`src/rtl/lcd_pkg.sv`:
```
// Shared constants and state encoding for the LCD frame writer and its bus transaction engine.
package lcd_pkg;

    localparam logic [7:0] LCD_CMD_SET_DDRAM = 8'h80;

    // Default bus timing at 50 MHz
    localparam int unsigned DEF_SETUP_CYC  = 2;
    localparam int unsigned DEF_E_HIGH_CYC = 15;
    localparam int unsigned DEF_HOLD_CYC   = 2;
    localparam int unsigned DEF_EXEC_CYC   = 2000;

    typedef enum logic [2:0] {
        IDLE,
        LATCH,
        SETUP,
        PULSE,
        HOLD,
        EXEC,
        NEXT
    } state_t;

    function automatic int unsigned max_u(input int unsigned a, input int unsigned b);
        return (a > b) ? a : b;
    endfunction

endpackage

```
`src/rtl/lcd_bus_xfer.sv`:
```
// One HD44780 write transaction: SETUP -> PULSE (E high) -> HOLD -> EXEC wait, then done.
module lcd_bus_xfer
    import lcd_pkg::*;
#(
    parameter int unsigned SETUP_CYC  = DEF_SETUP_CYC,
    parameter int unsigned E_HIGH_CYC = DEF_E_HIGH_CYC,
    parameter int unsigned HOLD_CYC   = DEF_HOLD_CYC,
    parameter int unsigned EXEC_CYC   = DEF_EXEC_CYC
) (
    input  logic       clk,
    input  logic       reset,
    input  logic       start,
    input  logic       rs,
    input  logic [7:0] data,
    output logic       RS,
    output logic       E,
    output logic [7:0] DATA,
    output logic       done
);

    localparam int unsigned MAX_CYC = max_u(max_u(SETUP_CYC, E_HIGH_CYC), max_u(HOLD_CYC, EXEC_CYC));
    localparam int unsigned TW      = $clog2(MAX_CYC + 1);

    state_t        st;
    logic [TW-1:0] timer;
    logic          timer_last;

    assign timer_last = (timer == TW'(1));
    // Combinational so the caller can launch the next transaction without a dead cycle
    assign done       = (st == EXEC) && timer_last;

    always_ff @(posedge clk) begin
        if (reset) begin
            st    <= IDLE;
            timer <= '0;
            RS    <= 1'b0;
            E     <= 1'b0;
            DATA  <= '0;
        end else begin
            case (st)
                IDLE: begin
                    if (start) begin
                        st    <= SETUP;
                        timer <= TW'(SETUP_CYC);
                        RS    <= rs;
                        DATA  <= data;
                    end
                end
                SETUP: begin
                    if (timer_last) begin
                        st    <= PULSE;
                        timer <= TW'(E_HIGH_CYC);
                        E     <= 1'b1;
                    end else begin
                        timer <= timer - 1'b1;
                    end
                end
                PULSE: begin
                    if (timer_last) begin
                        st    <= HOLD;
                        timer <= TW'(HOLD_CYC);
                        E     <= 1'b0;
                    end else begin
                        timer <= timer - 1'b1;
                    end
                end
                HOLD: begin
                    if (timer_last) begin
                        st    <= EXEC;
                        timer <= TW'(EXEC_CYC);
                    end else begin
                        timer <= timer - 1'b1;
                    end
                end
                EXEC: begin
                    if (timer_last) begin
                        st    <= IDLE;
                        timer <= '0;
                    end else begin
                        timer <= timer - 1'b1;
                    end
                end
                default: begin
                    st    <= IDLE;
                    timer <= '0;
                    E     <= 1'b0;
                end
            endcase
        end
    end

endmodule

```
`src/rtl/lcd_frame_writer.sv`:
```
// Continuously writes a LINES x CHARS character frame to an HD44780 LCD once initialised.
// Optional LCD_DIRTY_SKIP_EN: skip frames identical to the previous snapshot.
module lcd_frame_writer
    import lcd_pkg::*;
#(
    parameter int unsigned              LINES       = 4,
    parameter int unsigned              CHARS       = 20,
    parameter logic [0:LINES-1][6:0]    LINE_STARTS = {7'h00, 7'h40, 7'h14, 7'h54},
    parameter int unsigned              SETUP_CYC   = DEF_SETUP_CYC,
    parameter int unsigned              E_HIGH_CYC  = DEF_E_HIGH_CYC,
    parameter int unsigned              HOLD_CYC    = DEF_HOLD_CYC,
    parameter int unsigned              EXEC_CYC    = DEF_EXEC_CYC
) (
    input  logic                       clk,
    input  logic                       reset,
    input  logic                       initilized,
    input  logic [LINES*CHARS*8-1:0]   display_chars,
    output logic                       RS,
    output logic                       RW,
    output logic                       E,
    output logic [7:0]                 DATA,
    output logic                       busy,
    output logic                       frame_done
);

    localparam int unsigned LW = (LINES > 1) ? $clog2(LINES) : 1;
    localparam int unsigned CW = (CHARS > 1) ? $clog2(CHARS) : 1;

    // SETUP here stands for the whole SETUP..EXEC run, which lcd_bus_xfer times
    state_t                    st;
    logic [LW-1:0]             line;
    logic [CW-1:0]             col;
    logic                      addr_phase;
    logic [LINES*CHARS*8-1:0]  snapshot;

    logic [LW-1:0]             n_line;
    logic [CW-1:0]             n_col;
    logic                      n_addr;
    logic                      last_char;
    logic [7:0]                tx_char;
    logic                      tx_rs;
    logic [7:0]                tx_data;
    logic                      skip;
    logic                      start;
    logic                      xfer_done;

`ifdef LCD_DIRTY_SKIP_EN
    logic snap_valid;
`endif

    assign RW = 1'b0;

    // Pointer of the transaction that starts this cycle (from LATCH or NEXT)
    always_comb begin
        n_line    = line;
        n_col     = col;
        n_addr    = addr_phase;
        last_char = 1'b0;
        if (st == LATCH) begin
            n_line = '0;
            n_col  = '0;
            n_addr = 1'b1;
        end else if (addr_phase) begin
            n_addr = 1'b0;
            n_col  = '0;
        end else if (col != CW'(CHARS - 1)) begin
            n_col = col + 1'b1;
        end else if (line != LW'(LINES - 1)) begin
            n_line = line + 1'b1;
            n_col  = '0;
            n_addr = 1'b1;
        end else begin
            last_char = 1'b1;
        end
    end

    always_comb begin
        tx_char = '0;
        for (int unsigned l = 0; l < LINES; l++) begin
            for (int unsigned c = 0; c < CHARS; c++) begin
                if (n_line == LW'(l) && n_col == CW'(c)) begin
                    tx_char = snapshot[(l*CHARS + c)*8 +: 8];
                end
            end
        end
    end

    assign tx_rs   = ~n_addr;
    assign tx_data = n_addr ? (LCD_CMD_SET_DDRAM | {1'b0, LINE_STARTS[n_line]}) : tx_char;

`ifdef LCD_DIRTY_SKIP_EN
    assign skip = snap_valid && (display_chars == snapshot);
`else
    assign skip = 1'b0;
`endif

    assign start = ((st == LATCH) && !skip) || ((st == NEXT) && initilized && !last_char);

    always_ff @(posedge clk) begin
        if (reset) begin
            st         <= IDLE;
            line       <= '0;
            col        <= '0;
            addr_phase <= 1'b0;
            snapshot   <= '0;
            busy       <= 1'b0;
            frame_done <= 1'b0;
`ifdef LCD_DIRTY_SKIP_EN
            snap_valid <= 1'b0;
`endif
        end else begin
            frame_done <= 1'b0;
            case (st)
                IDLE: begin
                    if (initilized) begin
                        st   <= LATCH;
                        busy <= 1'b1;
                    end
                end
                LATCH: begin
                    snapshot   <= display_chars;
                    line       <= n_line;
                    col        <= n_col;
                    addr_phase <= n_addr;
`ifdef LCD_DIRTY_SKIP_EN
                    snap_valid <= 1'b1;
`endif
                    if (skip) begin
                        st   <= IDLE;
                        busy <= 1'b0;
                    end else begin
                        st <= SETUP;
                    end
                end
                SETUP: begin
                    if (xfer_done) begin
                        st <= NEXT;
                    end
                end
                NEXT: begin
                    if (!initilized || last_char) begin
                        st         <= IDLE;
                        busy       <= 1'b0;
                        frame_done <= initilized;
                        line       <= '0;
                        col        <= '0;
                        addr_phase <= 1'b0;
                    end else begin
                        st         <= SETUP;
                        line       <= n_line;
                        col        <= n_col;
                        addr_phase <= n_addr;
                    end
                end
                default: begin
                    st   <= IDLE;
                    busy <= 1'b0;
                end
            endcase
        end
    end

    lcd_bus_xfer #(
        .SETUP_CYC  (SETUP_CYC),
        .E_HIGH_CYC (E_HIGH_CYC),
        .HOLD_CYC   (HOLD_CYC),
        .EXEC_CYC   (EXEC_CYC)
    ) u_xfer (
        .clk   (clk),
        .reset (reset),
        .start (start),
        .rs    (tx_rs),
        .data  (tx_data),
        .RS    (RS),
        .E     (E),
        .DATA  (DATA),
        .done  (xfer_done)
    );

endmodule

```
`config.mk`:
```
export PLATFORM = sky130hd
export DESIGN_NAME = lcd_frame_writer
export DESIGN_NICKNAME = d
export VERILOG_FILES = /design/src/rtl/lcd_pkg.sv /design/src/rtl/lcd_bus_xfer.sv /design/src/rtl/lcd_frame_writer.sv
export SDC_FILE = /design/constraint.sdc
export NUM_CORES = 2
export LEC_CHECK = 0
export BUFFER_PORTS_ARGS = -buffer_cell sky130_fd_sc_hd__buf_2
export CAP_MARGIN = 10
export CELL_PAD_IN_SITES_DETAIL_PLACEMENT = 1
export CELL_PAD_IN_SITES_GLOBAL_PLACEMENT = 2
export CORE_MARGIN = 3
export CORE_UTILIZATION = 33
export CTS_CLUSTER_SIZE = 28
export DETAILED_ROUTE_END_ITERATION = 8
export GPL_TIMING_DRIVEN = 0
export PLACE_DENSITY = 0.94
export SLEW_MARGIN = 0
export SYNTH_ARGS = -nofsm -noshare
export SYNTH_HDL_FRONTEND = slang
export SYNTH_SLANG_ARGS = --single-unit
```
`constraint.sdc`:
```
create_clock -name clk -period 8.85 [get_ports clk]
set_input_delay 0.885 -clock clk [delete_from_list [all_inputs] [get_ports clk]]
set_output_delay 0.885 -clock clk [all_outputs]
set_load 0.03 [all_outputs]
```
==> flow_summary.ini <==
[final_layout]
drive_above_1_share_pct = 17.6
fillers = 12029
fin_nets = 5708
area_delta_synth_final_pct = 24.1
multi_input_area_um2 = 16600
ff_latch_area_um2 = 13600

[logic_synthesis]
syn_nets = 4964
synth_common_cells = 1453 x nand2_1, 755 x a21oi_1, 677 x dfxtp_1
synth_area_leaders = dfxtp_1 43%, nand2_1 17%, a21oi_1 12%, clkbuf_1 2.9%, nor2_1 2.3%
synth_cell_types = 107
netlist_area_um2 = 31500
ys_ff_latch = 677
synth_top_area_share_pct = 43.0
synth_edf_count = 0
yosys_warnings = 0
netlist_instances = 4318
syn_avg_cell_area_um2 = 7.30
yosys.area.top_type = dfxtp_1
ys.flop_type = dfxtp_1
yosysMostFrequentCell = nand2_1
async_flop_share_pct = 0
ys_seq_area_share_pct = 43.0

[timing]
fin_setup_tns_ns = 0
slew_headroom_pct = 2.21
worst_pin_slew_ns = 1.46
fin_skew_ns = 0.0265
maxSlewViolCount = 0
setup_violations = 0
rsz0062_at_grt = no
fin_crit_ns = 6.15
timing.final.crit_share_pct = 69.5
timing.fmax_mhz = 163
fin_ws_ns = 2.70
hold_violations = 0

[die]
rows = 112
io_pins = 656
start_util_pct = 33.5
die_x_um = 315
die_y_um = 315
placeableCoreArea_um2 = 94000
dieArea_um2 = 99200

[clocking]
cts_root_buf = clkbuf_16
ctsResizeCount = 0
clkSinkCount = 677
cts_setup_buffers = 0
cts_tree = yes
cts_made_buffers = 77
htree_num_levels = 3
insertion_delay_ns = 0.65
cts_buffer_depth = 3
clk_pin_slew_worst_paths_ns = 0.07
hold_buffers = 0

[routing]
ant_nets = 0
via_per_inst = 5.82
wl_um = 181000
drt_first_pass_iters = 6
drc = 0
vias = 37142
wl_per_cell_um = 28.3
drtIter0Drc = 3849

[run_status]
status = finished, final reports clean

[critical_path]
arrival_ns = 6.65
path_class = reg -> reg
cpPeakStageDelay_ns = 1.13
crit_slowest_cell = nor3_2
crit_path_max_fanout = 10
path_delay_family = compound AO/OA/AOI/OAI gates
worst_setup_path_end_kind = flip-flop
crit_chain = ha_1 -> clkbuf_1 -> mux2i_4 -> nor3_2 -> clkbuf_1 -> a31oi_1 -> o21ai_0 -> o2111ai_1 -> a21o_1 -> a21oi_1 -> o21ai_1
path_buf_inv = 2
crit_path_frequent_cell = clkbuf_1
start_kind = flip-flop
required_ns = 9.35

[global_route]
grt_pass1_wl_um = 252000
grt_max_degree = 14
grt_pass1_vias = 37306
grt_use_total_pct = 34.7
grt-ovfl-total = 0
grt_antenna_before_repair = 7

[placement]
place.gp.congestion = 0.997
portBuffers = 654
dpl.hpwl_um = 144000
pre_cts_ws_ns = 2.90

[flow_run]
maxCapViolCount = 0

[min_path]
hold_class = reg -> reg

[power_and_ir_drop]
power.density_nw_per_um2 = 196
cellLeakagePower_nw = 14.6
vdd_drop_max_uv = 99.8
registers in the layout, indices dropped and copies added, names as in the netlist:
| register | count |
|---|---|
| addr_phase | 1 |
| busy | 1 |
| col | 5 |
| frame_done | 1 |
| line | 2 |
| snapshot | 640 |
| st | 3 |
| u_xfer.DATA | 8 |
| u_xfer.E | 1 |
| u_xfer.RS | 1 |
| u_xfer.st | 3 |
| u_xfer.timer | 11 |
kinds of logic after synthesis:
logic type	share of synthesized area (%)
and+or+nand+nor	26.0
buffers and inverters	4.33
DFF	43.0
AOI/OAI and AO/OA	25.8
other	0.0119
muxes	0.528
adders and majority gates	0.119
xor gates and xnor gates	0.215
power by group:
group	switching, mW	internal, mW
Clock	1.41	1.95
Combinational	0.657	0.305
Sequential	0.143	3.21
Total	2.21	5.46
metrics by stage:
step / power [mW] / instance area, µm² / util (%) / std cells / hold WS, ns
after global placement: 4.32 / 36300 / 38.7 / 6226 / 0.443
after detailed placement: 4.34 / 36400 / 38.7 / 6231 / 0.446
final: 7.66 / 39100 / 41.6 / 6382 / 0.456
after global routing: 7.90 / 39100 / 41.6 / 6379 / 0.465
after CTS: 7.66 / 39000 / 41.5 / 6373 / 0.454
after floorplan: 3.82 / 31500 / - / 4318 / 0.431
path summary, 6_finish.rpt:
check,from,end,slack [ns],cells past startpoint
worst max-delay path,col[1]$_SDFFE_PP0P_,u_xfer.DATA[3]$_SDFFE_PP0P_,2.70,11
worst min-delay path,snapshot[352]$_SDFFE_PP0N_,snapshot[352]$_SDFFE_PP0N_,0.46,2
worst max register to register,col[1]$_SDFFE_PP0P_,u_xfer.DATA[3]$_SDFFE_PP0P_,2.70,11
worst min register to register,snapshot[352]$_SDFFE_PP0N_,snapshot[352]$_SDFFE_PP0N_,0.46,2
metal layers:
metal	GRT usage [%]	vias to the layer above	part of all wire [%]
li1	-	16627	-
met1	42.7	18022	39
met2	57.2	2035	46
met3	7.89	454	9.4
met4	16.6	4	5.4
met5	0	-	0.014
cell type report:
| type | count | share of cell area (%) |
|---|---|---|
| repair buffers | 665 | 8.69 |
| inverters | 14 | 0.134 |
| clock buffers | 110 | 5.71 |
| plain buffers | 314 | 3.35 |
| diodes | 3 | 0.0192 |
| flip-flops and latches | 677 | 34.7 |
| clock inverters | 32 | 0.970 |
| well taps | 1254 | 4.01 |
| multi-input cells | 3313 | 42.5 |
layout by cell type (no fill, tap or decap), types with 11 or more instances in the layout:
cell          n
a21o_1       15
o21ai_0     103
clkbuf_16    79
nor4_1       25
dfxtp_1     677
a2111oi_0    16
o22ai_1      62
a21oi_1     754
clkbuf_1    262
a222oi_1     15
clkbuf_8     14
a22oi_1      42
o211ai_1     28
buf_2       695
nor2_1      191
nand4_1      23
nand3_1      76
nor3_1       77
nand2_1    1453
a221o_1      24
buf_6        11
buf_1        15
and3_1       17
or3_1        14
inv_1        13
a211oi_1     20
o22a_1       13
o221ai_1     32
a22o_1       16
a221oi_1     41
a31oi_1      15
nand2b_1     12
tightest hold or removal path: stages, from the launching register on:
cell,delay (ns)
dfxtp_1,0.31
nand2_1,0.05
a21oi_1,0.05
No activity file was read; power rests on OpenSTA's default activity.
